===== config.mk =====
export PLATFORM = sky130hd
export DESIGN_NAME = arbitro_de_ocupacion
export DESIGN_NICKNAME = d
export VERILOG_FILES = /design/src/rtl/arbitro_de_ocupacion.sv
export SDC_FILE = /design/constraint.sdc
export NUM_CORES = 1
export LEC_CHECK = 0
export ABC_AREA = 1
export CAP_MARGIN = 30
export CORE_AREA = 2 2 73 75
export DETAILED_ROUTE_END_ITERATION = 12
export DIE_AREA = 0 0 75 77
export SKIP_LAST_GASP = 1
export SLEW_MARGIN = 20
export SYNTH_ARGS = -nofsm -noshare
export SYNTH_HDL_FRONTEND = slang
export SYNTH_SLANG_ARGS = --single-unit
export TNS_END_PERCENT = 50

===== constraint.sdc =====
create_clock -name clk -period 2.6 [get_ports clk]
set_input_delay 0.65 -clock clk [delete_from_list [all_inputs] [get_ports clk]]
set_output_delay 0.65 -clock clk [all_outputs]
set_load 0.005 [all_outputs]

===== src/rtl/arbitro_de_ocupacion.sv =====
// Buffers lane entry/exit pulses per source and grants one BCD occupancy update per cycle.
// Define PRIORIDAD_SALIDA_EN for fixed exit-first priority instead of round-robin.
module arbitro_de_ocupacion #(
    parameter int unsigned CAPACIDAD = 99,
    parameter int unsigned PEND_MAX  = 3
) (
    input  logic       clk,
    input  logic       reset_btn,
    input  logic       ent_a,
    input  logic       sal_a,
    input  logic       ent_b,
    input  logic       sal_b,
    output logic       inc,
    output logic       dec,
    output logic [3:0] unidades,
    output logic [3:0] decenas,
    output logic       lleno,
    output logic       vacio,
    output logic       rechazo,
    output logic       err_desborde
);

    localparam logic [1:0] PendMax = 2'(PEND_MAX);
    localparam logic [6:0] Cap     = 7'(CAPACIDAD);

    logic [3:0] req;
    logic [3:0] gnt;
    logic       gnt_vld;
    logic [1:0] gnt_idx;

    logic [1:0] pend_q [4];
    logic [1:0] pend_d [4];
    logic       err_q, err_d;
    logic [3:0] unidades_q, unidades_d;
    logic [3:0] decenas_q, decenas_d;
    logic       inc_q, inc_d;
    logic       dec_q, dec_d;
    logic       rechazo_q, rechazo_d;
    logic [6:0] ocupacion;

    assign req = {sal_b, ent_b, sal_a, ent_a};

`ifdef PRIORIDAD_SALIDA_EN
    // Exits first so they free space before queued entries are tested against lleno.
    always_comb begin
        gnt_vld = 1'b1;
        gnt_idx = 2'd0;
        if (pend_q[1] != 2'd0) begin
            gnt_idx = 2'd1;
        end else if (pend_q[3] != 2'd0) begin
            gnt_idx = 2'd3;
        end else if (pend_q[0] != 2'd0) begin
            gnt_idx = 2'd0;
        end else if (pend_q[2] != 2'd0) begin
            gnt_idx = 2'd2;
        end else begin
            gnt_vld = 1'b0;
        end
    end
`else
    logic [1:0] ptr_q, ptr_d;

    always_comb begin
        logic [1:0] cand;
        cand    = 2'd0;
        gnt_vld = 1'b0;
        gnt_idx = 2'd0;
        for (int k = 0; k < 4; k++) begin
            cand = ptr_q + 2'(k);
            if (!gnt_vld && pend_q[cand] != 2'd0) begin
                gnt_vld = 1'b1;
                gnt_idx = cand;
            end
        end
    end

    assign ptr_d = gnt_vld ? gnt_idx + 2'd1 : ptr_q;

    always_ff @(posedge clk) begin
        if (reset_btn) begin
            ptr_q <= 2'd0;
        end else begin
            ptr_q <= ptr_d;
        end
    end
`endif

    always_comb begin
        gnt = 4'b0000;
        if (gnt_vld) begin
            gnt[gnt_idx] = 1'b1;
        end
    end

    // A request hitting a saturated counter is lost and latches the overflow flag.
    always_comb begin
        err_d = err_q;
        for (int i = 0; i < 4; i++) begin
            pend_d[i] = pend_q[i];
            if (req[i] && !gnt[i]) begin
                if (pend_q[i] == PendMax) begin
                    err_d = 1'b1;
                end else begin
                    pend_d[i] = pend_q[i] + 2'd1;
                end
            end else if (gnt[i] && !req[i]) begin
                pend_d[i] = pend_q[i] - 2'd1;
            end
        end
    end

    assign ocupacion = 7'(decenas_q) * 7'd10 + 7'(unidades_q);

    // Even indices are entries, odd indices are exits.
    always_comb begin
        unidades_d = unidades_q;
        decenas_d  = decenas_q;
        inc_d      = 1'b0;
        dec_d      = 1'b0;
        rechazo_d  = 1'b0;
        if (gnt_vld) begin
            if (!gnt_idx[0]) begin
                if (ocupacion < Cap) begin
                    inc_d = 1'b1;
                    if (unidades_q == 4'd9) begin
                        unidades_d = 4'd0;
                        decenas_d  = decenas_q + 4'd1;
                    end else begin
                        unidades_d = unidades_q + 4'd1;
                    end
                end else begin
                    rechazo_d = 1'b1;
                end
            end else begin
                if (ocupacion != 7'd0) begin
                    dec_d = 1'b1;
                    if (unidades_q == 4'd0) begin
                        unidades_d = 4'd9;
                        decenas_d  = decenas_q - 4'd1;
                    end else begin
                        unidades_d = unidades_q - 4'd1;
                    end
                end else begin
                    rechazo_d = 1'b1;
                end
            end
        end
    end

    always_ff @(posedge clk) begin
        if (reset_btn) begin
            for (int i = 0; i < 4; i++) begin
                pend_q[i] <= 2'd0;
            end
            err_q      <= 1'b0;
            unidades_q <= 4'd0;
            decenas_q  <= 4'd0;
            inc_q      <= 1'b0;
            dec_q      <= 1'b0;
            rechazo_q  <= 1'b0;
        end else begin
            for (int i = 0; i < 4; i++) begin
                pend_q[i] <= pend_d[i];
            end
            err_q      <= err_d;
            unidades_q <= unidades_d;
            decenas_q  <= decenas_d;
            inc_q      <= inc_d;
            dec_q      <= dec_d;
            rechazo_q  <= rechazo_d;
        end
    end

    assign inc          = inc_q;
    assign dec          = dec_q;
    assign rechazo      = rechazo_q;
    assign err_desborde = err_q;
    assign unidades     = unidades_q;
    assign decenas      = decenas_q;
    assign lleno        = (ocupacion == Cap);
    assign vacio        = (ocupacion == 7'd0);

endmodule


[Word level (Yosys, flattened, before mapping)]
Memories as Yosys holds them, arrays and structs flattened. A register that Yosys moved wholly into a read port is not among the register bits.
Cells that the tools add are included.
Word-level totals
  input bits: 6
  memory bits (writable): 8
  flip-flop bits (word level): 14
  output and inout port bits: 14
  memories kept: 1
Memories
  pend_q: words 4, bits a word 2, read ports 8, clocked after memory_dff 1, wr ports 4, RTL line 31  | logic [1:0] pend_q [4];
Operators by class
  $lt $le $gt $ge: 3
  $mul: 1
  bitwise operators: 6
  $add $sub $neg: 17
  reductions and logical operators: 37
  equal/unequal tests: 8
  mux-type cells: 55
Operators with widths (count)
  2-to-1 mux 2 bit: 22
  2-to-1 mux 4 bit: 11
  2-to-1 mux 1 bit: 21
  adder 2 x 1 -> 2 bit (second input constant): 6
  logical AND 1 bit: 12
  nonzero test 2 bit: 6
  zero test 1 bit: 11
  adder 4 x 1 -> 4 bit (second input constant): 2
  == test 2 bit (second input constant): 4
  subtractor 2 x 1 -> 2 bit (second input constant): 4
  subtractor 4 x 1 -> 4 bit (second input constant): 2
  adder 7 x 4 -> 7 bit: 1
  == test 7 bit (second input constant): 1
  zero test 7 bit: 1
  less-than comparator 7 bit (second input constant): 1
  nonzero test 7 bit: 1
  multiplier 4 x 3 -> 6 bit (second input constant): 1
  OR reduction 3 bit: 2
  AND reduction 5 bit: 1
  adder 2 bit (second input constant): 2
  == test 4 bit (second input constant): 1
  zero test 4 bit: 1
  inequality test 2 x 1 -> 1 bit (second input constant): 2
  bitwise OR 1 bit: 4
  6 further kinds: 7

[Longest topological paths before layout]
  depth in word-level cells: 25
  mapped depth: 21
  gate-level depth less buffers: 21

[Least setup slack after synthesis]
OpenSTA, ideal clock, no wires.
  kind: flip-flop to output port
  start point: register decenas_q[1] (netlist: decenas[1])
  end point: output port lleno
  required time: 1.950 ns
  path slack: -0.026 ns
  arrival: 1.976 ns
  cell stages (with the launch flop): 10
  path through: dfxtp_1 -> ha_1 -> ha_1 -> inv_1 -> fa_1 -> inv_1 -> nand3_1 -> xor2_1 -> nand2_1 -> nor4_1
On the way
  word-level cells in the longest chain between the ends: 3
Ends and longest elaborated chain
  from (decl): RTL line 35  | logic [3:0] decenas_q, decenas_d;
  from (signal assigned): RTL line 167  | decenas_q <= decenas_d;
  multiplier 4 x 3 -> 6 bit: RTL line 112  | assign ocupacion = 7'(decenas_q) * 7'd10 + 7'(unidades_q);
  adder 7 x 4 -> 7 bit: RTL line 112
  == test 7 bit: RTL line 180  | assign lleno = (ocupacion == Cap);
  to (decl): RTL line 17  | output logic lleno,
Every way passes these cells.

[Worst setup path in the final report]
Same ends and word-level chain as after synthesis.

==> flow_summary.ini <==
[detailed_routing]
via_per_inst = 4.776
drt-initial-drc-count = 78
dr.pass1.iters = 4
post_drt_wl_per_cell_um = 11.83
ant_nets = 0
vias = 1915
drc = 0
routed_wl_um = 4745

[sta]
tns_ns = -0.4776
drv_slew = 0
rsz0062_at_grt = yes
fin_skew_ns = 0.001298
fmax_ghz = 0.3488
setup_slack_ns = -0.2673
relSlewSlack = 0.7501
worstMarginPinSlew_ns = 0.3744
fin_crit_ns = 2.867
period_share = 1.103
setup_viol = 2
hold_viol_final = 0

[critical_path]
worstPathCellList = ha_4, ha_4, inv_2, fa_1, inv_2, nand3_2, xor2_2, nand2_1, nor4_1, buf_2
end_kind = output pin
worstSetupStartpointType = flop
path_depth = 10
reg2regPathDepth = 15
slowest_stage = fa_1
crit_buf_inv = 3
regToRegStartpoint = decenas[1]
startpoint = decenas[1]
crit_path_max_fanout = 2
cp.arrival_ns = 2.22
worstPathRequired_ns = 1.95
critPathTopFamily = adder cells
critPathMaxStageDelay_ns = 0.45
path_class = reg2out

[floorplan]
design.die.area_um2 = 5775
die_w_um = 75
initial_core_util = 0.3839
core_area_um2 = 4977
pin_count = 20
die_y_um = 77
fp-row-count = 26

[clock_tree]
clockBufferDepth = 2
numClockSinks = 24
root_buffer = clkbuf_8
cts_hold_buf = 0
cts-buffers-inserted = 3
clock_latency_ns = 0.27
htreeDepth = 1
cts.reportedPaths.clkPinSlew_ns = 0.08
cts_tree = yes

[cells_and_area]
final_layout_size_suffix_gt1_frac = 0.2961
layout.nets = 354
antenna_cells = 0
areaGrowthSynthToFinish_pct = 39.62
stdcell_count = 401

[worst_hold_path]
hold_path.class = reg2reg
hold_path_depth = 1
min_from = pend_q[2][0]

[placement]
gp_congestion = 0.8269
port-buffer-count = 19
dpl.cell_count = 392
dpl.hpwl_um = 3506

[synthesis]
synth_area_um2 = 1911
synth_seq_area_share = 0.2515
netlist_instances = 283
synth_top_cell_by_area = dfxtp_1
synth_common_cells = nand2_1 (74), inv_1 (33), dfxtp_1 (24), nor2_1 (18), o21ai_0 (18)
syn_avg_cell_area_um2 = 6.751
synth.most_common_cell = nand2_1
synth_flop_cell = dfxtp_1
synth_edf_count = 0
synthTopCellsByArea = dfxtp_1 (25%), nand2_1 (15%), ha_1 (7.9%)
yosys.area.top_type_share = 0.2515
ys_seq_elements = 24
synthArstFlopShare = 0
netlist-cell-type-count = 37
synth_nets = 304
ys_warn_count = 0

[outcome]
status = finished with violations
failed_checks = setup timing

[global_routing]
grt_pass1_wl_um = 7893
gr-total-overflow = 0
antenna_found_initial = 0
grt_usage = 0.1690
grt_pass1_vias = 1770
grt_max_degree = 13

[run]
maxCapViolCount = 0
[layer usage]
layer / wire length [um] / GRT usage / part of all wire / up-vias
met5: 0 / 0 / 0 / -
met4: 46 / 0.03750 / 0.0097 / 0
met3: 99 / 0.01708 / 0.021 / 4
met2: 2284 / 0.2693 / 0.48 / 28
met1: 2314 / 0.2428 / 0.49 / 869
li1: - / - / - / 1014
[final timing paths]
| path | slack (ns) | to |
|---|---|---|
| max | -0.27 | lleno |
| min | 0.47 | pend_q[2][0] |
| max reg2reg | 0.07 | decenas[1] |
| min reg2reg | 0.47 | pend_q[2][0] |
[cell families after synthesis]
kind of cell,share of synthesized area
and+or+nand+nor,0.3595
adders and majority gates,0.1100
xor gates and xnor gates,0.03667
AOI/OAI and AO/OA,0.1539
buffers and inverters,0.08841
DFF,0.2515
[area by class of cell]
cell class / instances / area (um2)
clock buffer: 3 / 41.29
multi-input combinational: 218 / 1490
tap: 70 / 87.58
sequential: 24 / 491.7
timing repair buffer: 48 / 405.4
inverter: 38 / 151.4
fill: 474 / 2310
[worst reg2reg max path: stages, from the launching register on]
cell and delay [ns]:
dfxtp_2 0.34, ha_4 0.27, ha_4 0.11, inv_2 0.03
fa_1 0.45, inv_2 0.09, nand3_2 0.09, xor2_2 0.15
nand2_1 0.09, buf_4 0.15, a21oi_4 0.17, nand2_4 0.10
nand3_4 0.14, nor2_4 0.08, o21ai_1 0.11, nor2_1 0.06
[stage by stage]
| step | hold WS (ns) | util | instance area, um2 | setup slack [ns] |
|---|---|---|---|---|
| after global placement | 0.4921 | 0.4708 | 2344 | -0.4551 |
| after global routing | 0.4931 | 0.5359 | 2668 | -0.3556 |
| after CTS | 0.5184 | 0.4980 | 2479 | -0.3905 |
| after floorplan | 0.4655 | - | 1912 | 0.04059 |
| after detailed placement | 0.4887 | 0.4708 | 2344 | -0.5131 |
| final | 0.4703 | 0.5359 | 2668 | -0.2673 |
[cell usage in the layout (no fill, tap or decap), types with 3 or more instances in the layout]
cell and n:
a21oi_1 12, clkbuf_8 3, o21a_1 3, buf_4 27, nand4_1 3, dfxtp_1 17, nand3_2 3, fa_1 3
nand3_4 4, o21ai_0 15, nor2_4 7, o21ai_1 7, nand2_1 69, nand2_4 6, ha_1 6, or2_2 3
clkdlybuf4s50_1 17, inv_2 7, xor2_1 4, nor3_1 4, inv_1 29, nand2_2 9, nand3_1 11, nor2_1 16
dfxtp_2 6, ha_4 5, nand3b_1 5
[flip-flops by register name (all words and copies together) (netlist names), named ones only]
signal and count:
pend_q 8, decenas 4, unidades 4, ptr_q 2
dec 1, err_desborde 1, inc 1, rechazo 1
[repair_timing]
action | in CTS | in global routing
pin swaps | 8 | 15
setup buffers | 4 | 5
setup endpoints to repair | 10 | 20
cloned | 1 | 0
hold endpoints to repair | 0 | 0
resized for setup | 24 | 41
Power is left out: the tool's default activity adds up to more than one toggle a clock period on the data nets, which glitch-free logic cannot reach.
